File: src/rtl/jlsemi_util_clkgate_ctrl.sv
// Activity-based enable controller for the clock gate: opens the clock on request, waits out the
// gate's enable latency before flagging ready, closes after an idle timeout and holds a guard time.
module jlsemi_util_clkgate_ctrl #(
   parameter int EN_LAT = 3,
   parameter int IDLE_W = 8,
   parameter int CNT_W  = 16
) (
   input  logic              clk_i,
   input  logic              rstn_i,
   input  logic              req_i,
   input  logic              force_on_i,
   input  logic [IDLE_W-1:0] idle_timeout_i,
   input  logic              cnt_clr_i,
   output logic              clk_en_o,
   output logic              clk_rdy_o,
   output logic [2:0]        state_o,
   output logic [CNT_W-1:0]  wake_cnt_o
);

   // The delay counter serves both the latency guard and the idle timeout.
   localparam int DLY_W = (IDLE_W > 4) ? IDLE_W : 4;
   localparam logic [DLY_W-1:0] LAT_M1 = DLY_W'(EN_LAT - 1);

   typedef enum logic [2:0] {
      ST_OFF   = 3'd0,
      ST_WAKE  = 3'd1,
      ST_ON    = 3'd2,
      ST_IDLE  = 3'd3,
      ST_SLEEP = 3'd4
   } state_t;

   state_t           state_reg, state_next;
   logic [DLY_W-1:0] dly_reg, dly_next;
   logic             en_reg, en_next;
   logic             rdy_reg, rdy_next;
   logic [CNT_W-1:0] cnt_reg, cnt_next;
   logic             act;
   logic             wake_inc;

   assign act      = req_i | force_on_i;
   assign wake_inc = (state_reg == ST_OFF) && act;

   always_comb begin
      state_next = state_reg;
      dly_next   = dly_reg;
      case (state_reg)
         ST_OFF: begin
            if (act) begin
               state_next = ST_WAKE;
               dly_next   = LAT_M1;
            end
         end
         ST_WAKE: begin
            if (dly_reg == '0) state_next = ST_ON;
            else               dly_next   = dly_reg - 1'b1;
         end
         ST_ON: begin
            if (!act) begin
               if (idle_timeout_i == '0) begin
                  state_next = ST_SLEEP;
                  dly_next   = LAT_M1;
               end else begin
                  state_next = ST_IDLE;
                  dly_next   = DLY_W'(idle_timeout_i) - DLY_W'(1);
               end
            end
         end
         ST_IDLE: begin
            if (act) begin
               state_next = ST_ON;
            end else if (dly_reg == '0) begin
               state_next = ST_SLEEP;
               dly_next   = LAT_M1;
            end else begin
               dly_next = dly_reg - 1'b1;
            end
         end
         ST_SLEEP: begin
            if (dly_reg == '0) state_next = ST_OFF;
            else               dly_next   = dly_reg - 1'b1;
         end
         default: begin
            state_next = ST_OFF;
            dly_next   = '0;
         end
      endcase
   end

   // Outputs are decoded from the next state so they switch on the same edge as the state.
   always_comb begin
      en_next  = (state_next == ST_WAKE) || (state_next == ST_ON) || (state_next == ST_IDLE);
      rdy_next = (state_next == ST_ON) || (state_next == ST_IDLE);
   end

   always_comb begin
      cnt_next = cnt_reg;
      if (cnt_clr_i)
         cnt_next = '0;
      else if (wake_inc && (cnt_reg != {CNT_W{1'b1}}))
         cnt_next = cnt_reg + 1'b1;
   end

   always_ff @(posedge clk_i or negedge rstn_i) begin
      if (!rstn_i) begin
         state_reg <= ST_OFF;
         dly_reg   <= '0;
         en_reg    <= 1'b0;
         rdy_reg   <= 1'b0;
         cnt_reg   <= '0;
      end else begin
         state_reg <= state_next;
         dly_reg   <= dly_next;
         en_reg    <= en_next;
         rdy_reg   <= rdy_next;
         cnt_reg   <= cnt_next;
      end
   end

   assign clk_en_o   = en_reg;
   assign clk_rdy_o  = rdy_reg;
   assign state_o    = state_reg;
   assign wake_cnt_o = cnt_reg;

endmodule

File: config.mk
export PLATFORM = sky130hd
export DESIGN_NAME = jlsemi_util_clkgate_ctrl
export DESIGN_NICKNAME = d
export VERILOG_FILES = /design/src/rtl/jlsemi_util_clkgate_ctrl.sv
export SDC_FILE = /design/constraint.sdc
export NUM_CORES = 1
export LEC_CHECK = 0
export CORE_MARGIN = 4
export CORE_UTILIZATION = 44
export CTS_CLUSTER_SIZE = 14
export DETAILED_ROUTE_END_ITERATION = 8
export PLACE_DENSITY = 0.8
export SYNTH_ARGS = -nofsm -noshare
export SYNTH_HDL_FRONTEND = slang
export SYNTH_SLANG_ARGS = --single-unit
export TNS_END_PERCENT = 20
File: constraint.sdc
create_clock -name clk_i -period 3.7 [get_ports clk_i]
set_clock_uncertainty 0.05 [all_clocks]
set_input_delay 0.555 -clock clk_i [delete_from_list [all_inputs] [get_ports clk_i]]
set_output_delay 0.555 -clock clk_i [all_outputs]
set_load 0.02 [all_outputs]
==> qor.json, run 1 <==
{
  "detailed_routing": {
    "drt_iter0_drc": 96,
    "route.final.wire_length_um": 4360,
    "drtPass1Iterations": 4,
    "postRouteAntennaNets": 0,
    "viasPerCell": 5.81,
    "detail_route.drc_violations": 0,
    "post_drt_wl_per_cell_um": 14.2,
    "detailroute.via_count": 1788
  },
  "placed_design": {
    "place.detailed.instances": 300,
    "post-dp-hpwl_um": 3240,
    "portBuffers": 33,
    "gp_routability_congestion": 0.863,
    "worst_setup_slack_before_clock_tree_synthesis_ps": 1120
  },
  "synth": {
    "syn-instance-count": 223,
    "netlist_area_um2": 1910,
    "post_synth.cell_area_avg_um2": 8.58,
    "ys.warnings.count": 0,
    "postSynthRegisterBits": 29,
    "ys_async_sr_fraction_pct": 100,
    "postSynth.topFlopCell": "dfrtp_1",
    "yosys.cell_types.count": 53,
    "synth-seq-area-share_pct": 37.9,
    "syn_nets": 239,
    "synth-edff-count": 0
  },
  "clock_network": {
    "post_cts_buffers": 0,
    "cts_root_buf": "clkbuf_8",
    "ctsHoldBuffers": 0,
    "tritoncts.num_buffers": 5,
    "cts_resized": 0,
    "clk_pin_slew_worst_paths_ps": 70,
    "cts_htree_levels": 2,
    "clk_path_buf_depth": 2,
    "tritoncts_clock_tree": "built",
    "clk_lat_worst_skew_ps": 290,
    "tritoncts_num_sinks": 29
  },
  "timing": {
    "timing.setup.tns_ps": 0,
    "total_count_of_hold_check_failures_in_the_final_report": 0,
    "setup_viol": 0,
    "final.period_utilization_pct": 61.4,
    "layout_min_cycle_time_ps": 2270,
    "final_max_slew_viol_count": 0,
    "slew_headroom_pct": 58.3,
    "highest_clock_rate_ghz": 0.440,
    "postLayoutSetupSlackWorst_ps": 1430,
    "rsz0062_at_grt": "false",
    "worst_slew_pin_slew_ps": 624
  },
  "power": {
    "power.leakage_uw": 0.000924,
    "max-vdd-ir-drop_mv": 0.342,
    "power_density_nw_per_um2": 562,
    "total_power_uw": 1340
  },
  "hold_path": {
    "min_delay_endpoint": "dly_reg[1]",
    "timing.hold.worst.class": "reg2reg",
    "hold_start": "dly_reg[1]",
    "whs_path_depth": 2
  },
  "flow_run": {
    "maxCapViolCount": 0
  },
  "die": {
    "core_area_um2": 4120,
    "number_of_core_rows": 23,
    "die_h_um": 74.0,
    "die_area_um2": 5470,
    "die_x_um": 74.0,
    "start_util_pct": 46.5,
    "boundaryPins": 34
  },
  "setup_path": {
    "timing.critical_path.fanout_max": 6,
    "worst_path_largest_cell_delay_ps": 480,
    "critical_path.cell_chain": "inv_1 > ha_1 > nor4b_2 > nand2_1 > a21oi_1 > nand2_1 > a221o_1",
    "arr_time_crit_path_ps": 2400,
    "critical_path_class": "reg2reg",
    "r2r_cells": 7,
    "crit_path_start_kind": "flop",
    "timing.critical_path.to_type": "flop",
    "reg2reg_slack_ps": 1430,
    "worst_path_max_delay_cell": "nor4b_2",
    "crit-reg2reg-launch": "dly_reg[0]",
    "worst_path_required_time_ps": 3830,
    "critical-path-top-delay-family": "simple AND/OR/NAND/NOR gates",
    "cp.buffers_inverters": 1,
    "crit_top_cell": "nand2_1",
    "timing.rr.end": "dly_reg[5]"
  },
  "layout": {
    "max_ffs_per_register": 16,
    "final_nets": 273,
    "n_antenna_cell": 0,
    "fillers": 373,
    "final_layout_size_suffix_gt1_share_pct": 6.59,
    "fin_cells": 308,
    "area_growth_pct": 24.8
  },
  "global_routing": {
    "gr-usage-all-layers_pct": 18.6,
    "grt_pass1_wl_um": 7760,
    "antenna_violations_before_repair": 0,
    "pin_count_of_the_biggest_net_entering_global_routing": 30,
    "grt_pass1_vias": 1685,
    "grt_overflow_total": 0
  },
  "status": {
    "run_status": "completed"
  }
}
[worst reg2reg max path, stage by stage (launching register included)]
cell	delay, ps
dfrtp_1	410
inv_1	70
ha_1	220
nor4b_2	480
nand2_1	230
a21oi_1	240
nand2_1	130
a221o_1	330
[power breakdown]
group / internal (uW) / switching (uW)
clock: 168 / 128
sequential: 376 / 97.8
combinational: 254 / 319
total: 797 / 545
[worst max path at each step]
stage / start / endpoint / slack, ps / depth (start not counted)
floorplan: dly_reg[0] / dly_reg[5] / 1770 / 7
global placement: idle_timeout_i[0] / dly_reg[6] / 1140 / 8
detailed placement: idle_timeout_i[0] / dly_reg[6] / 1120 / 8
CTS: idle_timeout_i[0] / dly_reg[6] / 1430 / 8
global route: dly_reg[0] / dly_reg[5] / 1250 / 7
finish: dly_reg[0] / dly_reg[5] / 1430 / 7
[through the flow]
stage	area [um2]	util [%]	hold WS, ps
floorplan	1910	-	209
global placement	2290	55.6	450
detailed placement	2290	55.6	457
CTS	2390	58.0	472
global route	2390	58.0	546
finish	2390	58.0	467
[layout by cell type (no fill, tap or decap), types with 4 or more instances in the layout]
cell type	synthesis	layout
a21oi_1	19	19
and2_1	4	4
clkbuf_8	0	7
clkdlybuf4s50_1	0	33
dfrtp_1	29	29
inv_1	7	7
nand2_1	14	14
nand2b_1	4	4
nand3_1	5	5
nor2_1	28	28
nor3_1	5	5
o211ai_1	4	4
o21ai_0	10	10
o21ai_1	10	10
or3_1	10	10
or4_1	4	4
xnor2_1	4	4
xor2_1	5	5
[kinds of logic after synthesis]
group / count (synthesis) / synth area share [%]
AOI/OAI and AO/OA: 62 / 20.6
adders and majority gates: 3 / 1.96
muxes: 5 / 2.81
xor gates and xnor gates: 9 / 4.12
and+or+nand+nor: 101 / 29.8
buffers and inverters: 14 / 2.81
DFF: 29 / 37.9
[cell usage after synthesis (3+ instances only)]
cell	n	area share (%)
clkbuf_1	4	0.78
xnor2_1	4	1.8
o211ai_1	4	1.6
ha_1	3	2.0
o21ai_1	10	2.6
nand3_1	5	1.3
and2_1	4	1.3
o21ai_0	10	2.6
or4_1	4	1.6
nor2_1	28	5.5
and4_1	3	1.4
a22o_1	3	1.4
nand2_1	14	2.7
nor3_1	5	1.3
nor4_1	3	0.98
inv_1	7	1.4
dfrtp_1	29	38
a21oi_1	19	5.0
nor2b_1	3	0.98
nand4_1	3	0.98
nand2b_1	4	1.3
xor2_1	5	2.3
or3_1	10	3.3
[per-layer routing]
layer  wire, um  vias up  global-route usage, %
li1           -      888                      -
met1       1940      842                   23.2
met2       2070       49                   29.8
met3        275        9                   5.95
met4         79        0                   7.44
met5          0        -                      0
[layout make-up]
| class | count | area, um2 | share of cell area, % |
|---|---|---|---|
| Clock buffer | 7 | 96.3 | 4.03 |
| Timing Repair Buffer | 34 | 338 | 14.1 |
| Inverter | 7 | 26.3 | 1.10 |
| Multi-Input combinational cell | 180 | 1130 | 47.5 |
| Tap cell | 50 | 62.6 | 2.62 |
| Sequential cell | 29 | 726 | 30.4 |
| Clock inverter | 1 | 5.00 | 0.210 |
Note: power is estimated with default switching activity, not from simulation.
==> run 2: changes to the inputs <==
==> constraint.sdc (replaced) <==
create_clock -name clk_i -period 2.1 [get_ports clk_i]
set_clock_uncertainty 0.05 [all_clocks]
set_input_delay 0.315 -clock clk_i [delete_from_list [all_inputs] [get_ports clk_i]]
set_output_delay 0.315 -clock clk_i [all_outputs]
set_load 0.02 [all_outputs]
==> run 2 against run 1 <==
Against the previous run:
- clock power rose by 77%
- first-iteration DRC count rose by 55%
- setup slack got worse by 1400 ps
- sequential share of layout area fell by 3.0 points
- non-clock buffer count rose by 27
- largest power group unchanged
==> qor.json, run 2 (synthesized netlist as in run 1, its figures left out) <==
{
  "global_routing": {
    "gr-usage-all-layers_pct": 20.4,
    "pin_count_of_the_biggest_net_entering_global_routing": 30,
    "grt_pass1_wl_um": 8690,
    "grt_overflow_total": 0,
    "grt_pass1_vias": 1975,
    "antenna_violations_before_repair": 0
  },
  "layout": {
    "fin_cells": 335,
    "n_antenna_cell": 0,
    "fillers": 359,
    "most-common-layout-cells": "clkdlybuf4s50_1 (33), nor2_1 (28), dfrtp_1 (28), buf_4 (28), a21oi_1 (18)",
    "final_design_area_no_fill_um2": 2650,
    "core_occupancy_in_the_finished_layout_pct": 64.5,
    "final_layout_size_suffix_gt1_share_pct": 18.6,
    "final_nets": 300,
    "mostFrequentLayoutCell": "clkdlybuf4s50_1",
    "multi_input_area_um2": 1200,
    "sequential_cell_area_um2": 727,
    "max_ffs_per_register": 16,
    "area_growth_pct": 38.6
  },
  "status": {
    "run_status": "completed"
  },
  "clock_network": {
    "tritoncts_clock_tree": "built",
    "clk_path_buf_depth": 2,
    "cts_htree_levels": 2,
    "tritoncts_num_sinks": 29,
    "clk_lat_worst_skew_ps": 290,
    "ctsHoldBuffers": 0,
    "tritoncts.num_buffers": 5,
    "cts_root_buf": "clkbuf_8",
    "clk_pin_slew_worst_paths_ps": 70
  },
  "placed_design": {
    "portBuffers": 33,
    "placed_cell_area_um2": 2460,
    "place.detailed.instances": 323,
    "post-dp-hpwl_um": 3750,
    "gp_routability_congestion": 0.902
  },
  "detailed_routing": {
    "drtPass1Iterations": 4,
    "post_drt_wl_per_cell_um": 15.2,
    "drt_iter0_drc": 149,
    "route.final.wire_length_um": 5100,
    "detail_route.drc_violations": 0,
    "postRouteAntennaNets": 0,
    "detailroute.via_count": 1955,
    "viasPerCell": 5.84
  },
  "power": {
    "power_density_nw_per_um2": 995,
    "power.leakage_uw": 0.00107,
    "max-vdd-ir-drop_mv": 0.545,
    "total_power_uw": 2640
  },
  "flow_run": {
    "maxCapViolCount": 0
  },
  "setup_path": {
    "worst_path_required_time_ps": 2220,
    "timing.critical_path.fanout_max": 4,
    "timing.critical_path.to_type": "flop",
    "critical_path_class": "reg2reg",
    "crit_path_start_kind": "flop",
    "arr_time_crit_path_ps": 2160,
    "r2r_cells": 5
  },
  "timing": {
    "final_max_slew_viol_count": 0,
    "setup_viol": 0,
    "final.period_utilization_pct": 97.3,
    "highest_clock_rate_ghz": 0.490,
    "slew_headroom_pct": 71.2,
    "rsz0062_at_grt": "true",
    "timing.setup.tns_ps": 0,
    "layout_min_cycle_time_ps": 2040,
    "worst_slew_pin_slew_ps": 429,
    "total_count_of_hold_check_failures_in_the_final_report": 0
  },
  "die": {
    "die_h_um": 74.0,
    "boundaryPins": 34,
    "die_x_um": 74.0,
    "die_area_um2": 5470,
    "start_util_pct": 46.5,
    "core_area_um2": 4120,
    "number_of_core_rows": 23
  },
  "hold_path": {
    "timing.hold.worst.class": "in2async"
  }
}
[run 2: critical path: stages, from the launching register on]
cell      delay [ps]
dfrtp_1          410
or3_4            430
or3_4            350
or3_1            340
a311oi_2         250
o21ai_1           90
[run 2: where the power goes]
part	leakage [uW]	internal, uW	switching (uW)
clock network	0.0000542	296	227
registers	0.000379	665	118
logic	0.000638	623	713
total	0.00107	1580	1060
[run 2: per-stage QoR]
stage | worst slack [ps] | hold slack, ps
after global placement | -58.6 | 453
after CTS | 7.66 | 380
final | 57.1 | 366
after floorplan | 167 | -30.6
after detailed placement | -184 | 476
after global routing | -16.5 | 387
[run 2: worst paths after layout]
path	from	end	slack (ps)
worst max-delay path	dly_reg[0]	dly_reg[7]	60
worst min-delay path	rstn_i	wake_cnt_o[8]	370
worst max register to register	dly_reg[0]	dly_reg[7]	60
worst min register to register	dly_reg[1]	dly_reg[1]	470
max in group asynchronous	rstn_i	dly_reg[2]	1340
min in group clk_i	dly_reg[1]	dly_reg[1]	470
[run 2: metal layers]
layer / up-vias / global-route usage (%) / share of wire, %
met5: - / 0 / 0
met4: 0 / 9.26 / 2.5
met3: 14 / 5.41 / 5.7
met2: 62 / 35.5 / 51
met1: 929 / 23.5 / 41
li1: 950 / - / -
[run 2: final cells by class]
cell class / instances / area share [%]
tap: 50 / 2.36
clock inverter: 1 / 0.189
sequential: 29 / 27.4
multi-input combinational: 180 / 45.1
inverter: 7 / 0.990
timing repair buffer: 61 / 20.4
clock buffer: 7 / 3.63
[run 2: what timing repair did]
action | in CTS | in global routing
setup endpoints to repair | 1 | 11
gates resized for setup | 1 | 10
pin swaps | 0 | 4
buffers inserted | 0 | 4
==> run 3: changes to the inputs <==
==> constraint.sdc (replaced) <==
create_clock -name clk_i -period 1.9 [get_ports clk_i]
set_clock_uncertainty 0.05 [all_clocks]
set_input_delay 0.285 -clock clk_i [delete_from_list [all_inputs] [get_ports clk_i]]
set_output_delay 0.285 -clock clk_i [all_outputs]
set_load 0.02 [all_outputs]
==> run 3 against run 2 <==
Against the previous run:
- the run now ends with negative setup slack left
- critical path depth rose by 2
- sequential power rose by 7.7%
- non-clock buffer count rose by 26
- first-iteration DRC count fell by 4.7%
- critical endpoint is now dly_reg[5]
==> qor.json, run 3 (synthesized netlist as in run 1, its figures left out) <==
{
  "power": {
    "seq_power_share_pct": 26.7,
    "switching_share_pct": 39.2,
    "power_density_nw_per_um2": 1090,
    "max-vdd-ir-drop_mv": 0.736,
    "internal_power_uw": 1920,
    "share_comb_of_total_power_pct": 58.1,
    "power.leakage_uw": 0.00119,
    "total_power_uw": 3160,
    "p_switching_uw": 1240,
    "power_frac_clock_pct": 15.2
  },
  "die": {
    "start_util_pct": 46.5,
    "die_area_um2": 5470,
    "die_x_um": 74.0,
    "boundaryPins": 34,
    "number_of_core_rows": 23,
    "die_h_um": 74.0,
    "core_area_um2": 4120
  },
  "global_routing": {
    "grt_overflow_total": 0,
    "pin_count_of_the_biggest_net_entering_global_routing": 30,
    "grt_pass1_vias": 2002,
    "antenna_violations_before_repair": 0,
    "gr-usage-all-layers_pct": 20.8,
    "grt_pass1_wl_um": 8910
  },
  "setup_path": {
    "worst_path_max_delay_cell": "dfrtp_1",
    "critical_path.cell_chain": "inv_1 > ha_2 > nor4b_4 > nand2_2 > a21oi_2 > nand2_1 > a221o_1",
    "reg2reg_slack_ps": -90,
    "cp.buffers_inverters": 1,
    "critical_path_class": "reg2reg",
    "arr_time_crit_path_ps": 2100,
    "worst_path_required_time_ps": 2020,
    "critical-path-top-delay-family": "simple AND/OR/NAND/NOR gates",
    "crit_path_start_kind": "flop",
    "crit-reg2reg-launch": "dly_reg[0]",
    "r2r_cells": 7,
    "critical_path_depth": 7,
    "critical_path.startpoint": "dly_reg[0]",
    "timing.critical_path.fanout_max": 5,
    "timing.critical_path.to_type": "flop",
    "worst_path_largest_cell_delay_ps": 400,
    "timing.rr.end": "dly_reg[5]"
  },
  "timing": {
    "final_max_slew_viol_count": 0,
    "hold_slack_ps": 341,
    "rsz0062_at_grt": "true",
    "postLayoutSetupSlackWorst_ps": -85.5,
    "slew_headroom_pct": 70.6,
    "worst_slew_pin_slew_ps": 435,
    "total_count_of_hold_check_failures_in_the_final_report": 0,
    "setup_viol": 3,
    "layout_min_cycle_time_ps": 1990,
    "highest_clock_rate_ghz": 0.504,
    "final.period_utilization_pct": 104
  },
  "placed_design": {
    "placed_cell_area_um2": 2660,
    "place.detailed.instances": 350,
    "portBuffers": 33,
    "post-dp-hpwl_um": 3900,
    "gp_routability_congestion": 0.883
  },
  "layout": {
    "max_ffs_per_register": 16,
    "area_growth_pct": 51.6,
    "final_design_area_no_fill_um2": 2900,
    "mostFrequentLayoutCell": "buf_4",
    "fin_cells": 361,
    "core_occupancy_in_the_finished_layout_pct": 70.5,
    "n_antenna_cell": 0,
    "final_layout_size_suffix_gt1_share_pct": 29.6,
    "final_nets": 326,
    "most-common-layout-cells": "buf_4 (54), clkdlybuf4s50_1 (33), nor2_1 (27), dfrtp_1 (27), a21oi_1 (14)"
  },
  "clock_network": {
    "clk_lat_worst_skew_ps": 280,
    "cts_htree_levels": 2,
    "clk_pin_slew_worst_paths_ps": 60,
    "tritoncts_clock_tree": "built",
    "tritoncts.num_buffers": 5,
    "cts_root_buf": "clkbuf_8",
    "tritoncts_num_sinks": 29,
    "clk_path_buf_depth": 2,
    "ctsHoldBuffers": 0
  },
  "detailed_routing": {
    "route.final.wire_length_um": 5340,
    "detailroute.via_count": 2053,
    "viasPerCell": 5.69,
    "postRouteAntennaNets": 0,
    "drtPass1Iterations": 7,
    "detail_route.drc_violations": 0,
    "drt_iter0_drc": 142,
    "post_drt_wl_per_cell_um": 14.8
  },
  "flow_run": {
    "maxCapViolCount": 0
  },
  "status": {
    "failed_checks": "negative setup slack",
    "run_status": "finished with violations"
  },
  "hold_path": {
    "timing.hold.worst.class": "in2async"
  }
}
==> run 3: power by group through the flow <==
stage	registers (uW)	logic (uW)	clock network, uW
floorplan	893	808	0
global placement	829	1580	0
detailed placement	835	1610	0
CTS	836	1700	491
global route	854	1990	522
finish	842	1830	481
==> run 3: worst max path at each step <==
stage,end
after detailed placement,dly_reg[6]
after floorplan,dly_reg[5]
after global placement,dly_reg[6]
final,dly_reg[5]
after global routing,dly_reg[5]
after CTS,dly_reg[7]
==> run 3: what timing repair did <==
| item | 4_1_cts | 5_1_grt |
|---|---|---|
| buffers inserted | 2 | 1 |
| pin swaps | 9 | 9 |
| gates resized for setup | 11 | 20 |
| endpoints found under the setup margin | 13 | 20 |
==> run 3: per-layer routing <==
layer  wire [um]  GRT usage (%)
met1        2190           26.0
met2        2700           35.2
met3         290           4.32
met4         149           8.05
met5           0              0
==> run 3: cell type report <==
| type | instances | area (um2) |
|---|---|---|
| clock buffers | 8 | 80.1 |
| flip-flops and latches | 29 | 728 |
| fillers | 323 | 1210 |
| multi-input cells | 180 | 1270 |
| repair buffers | 87 | 736 |
| well taps | 50 | 62.6 |
| inverters | 7 | 26.3 |
==> run 3: metrics by stage <==
step / setup WS, ps / TNS (ps)
after floorplan: -32.8 / -55.9
after global placement: -264 / -1630
after detailed placement: -322 / -2870
after CTS: -91.1 / -191
after global routing: -174 / -1120
final: -85.5 / -250
==> run 3: worst reg2reg max path: stages (launching register included) <==
cell and delay, ps:
dfrtp_1 400, inv_1 70, ha_2 180, nor4b_4 340, nand2_2 110, a21oi_2 250
nand2_1 150, a221o_1 330
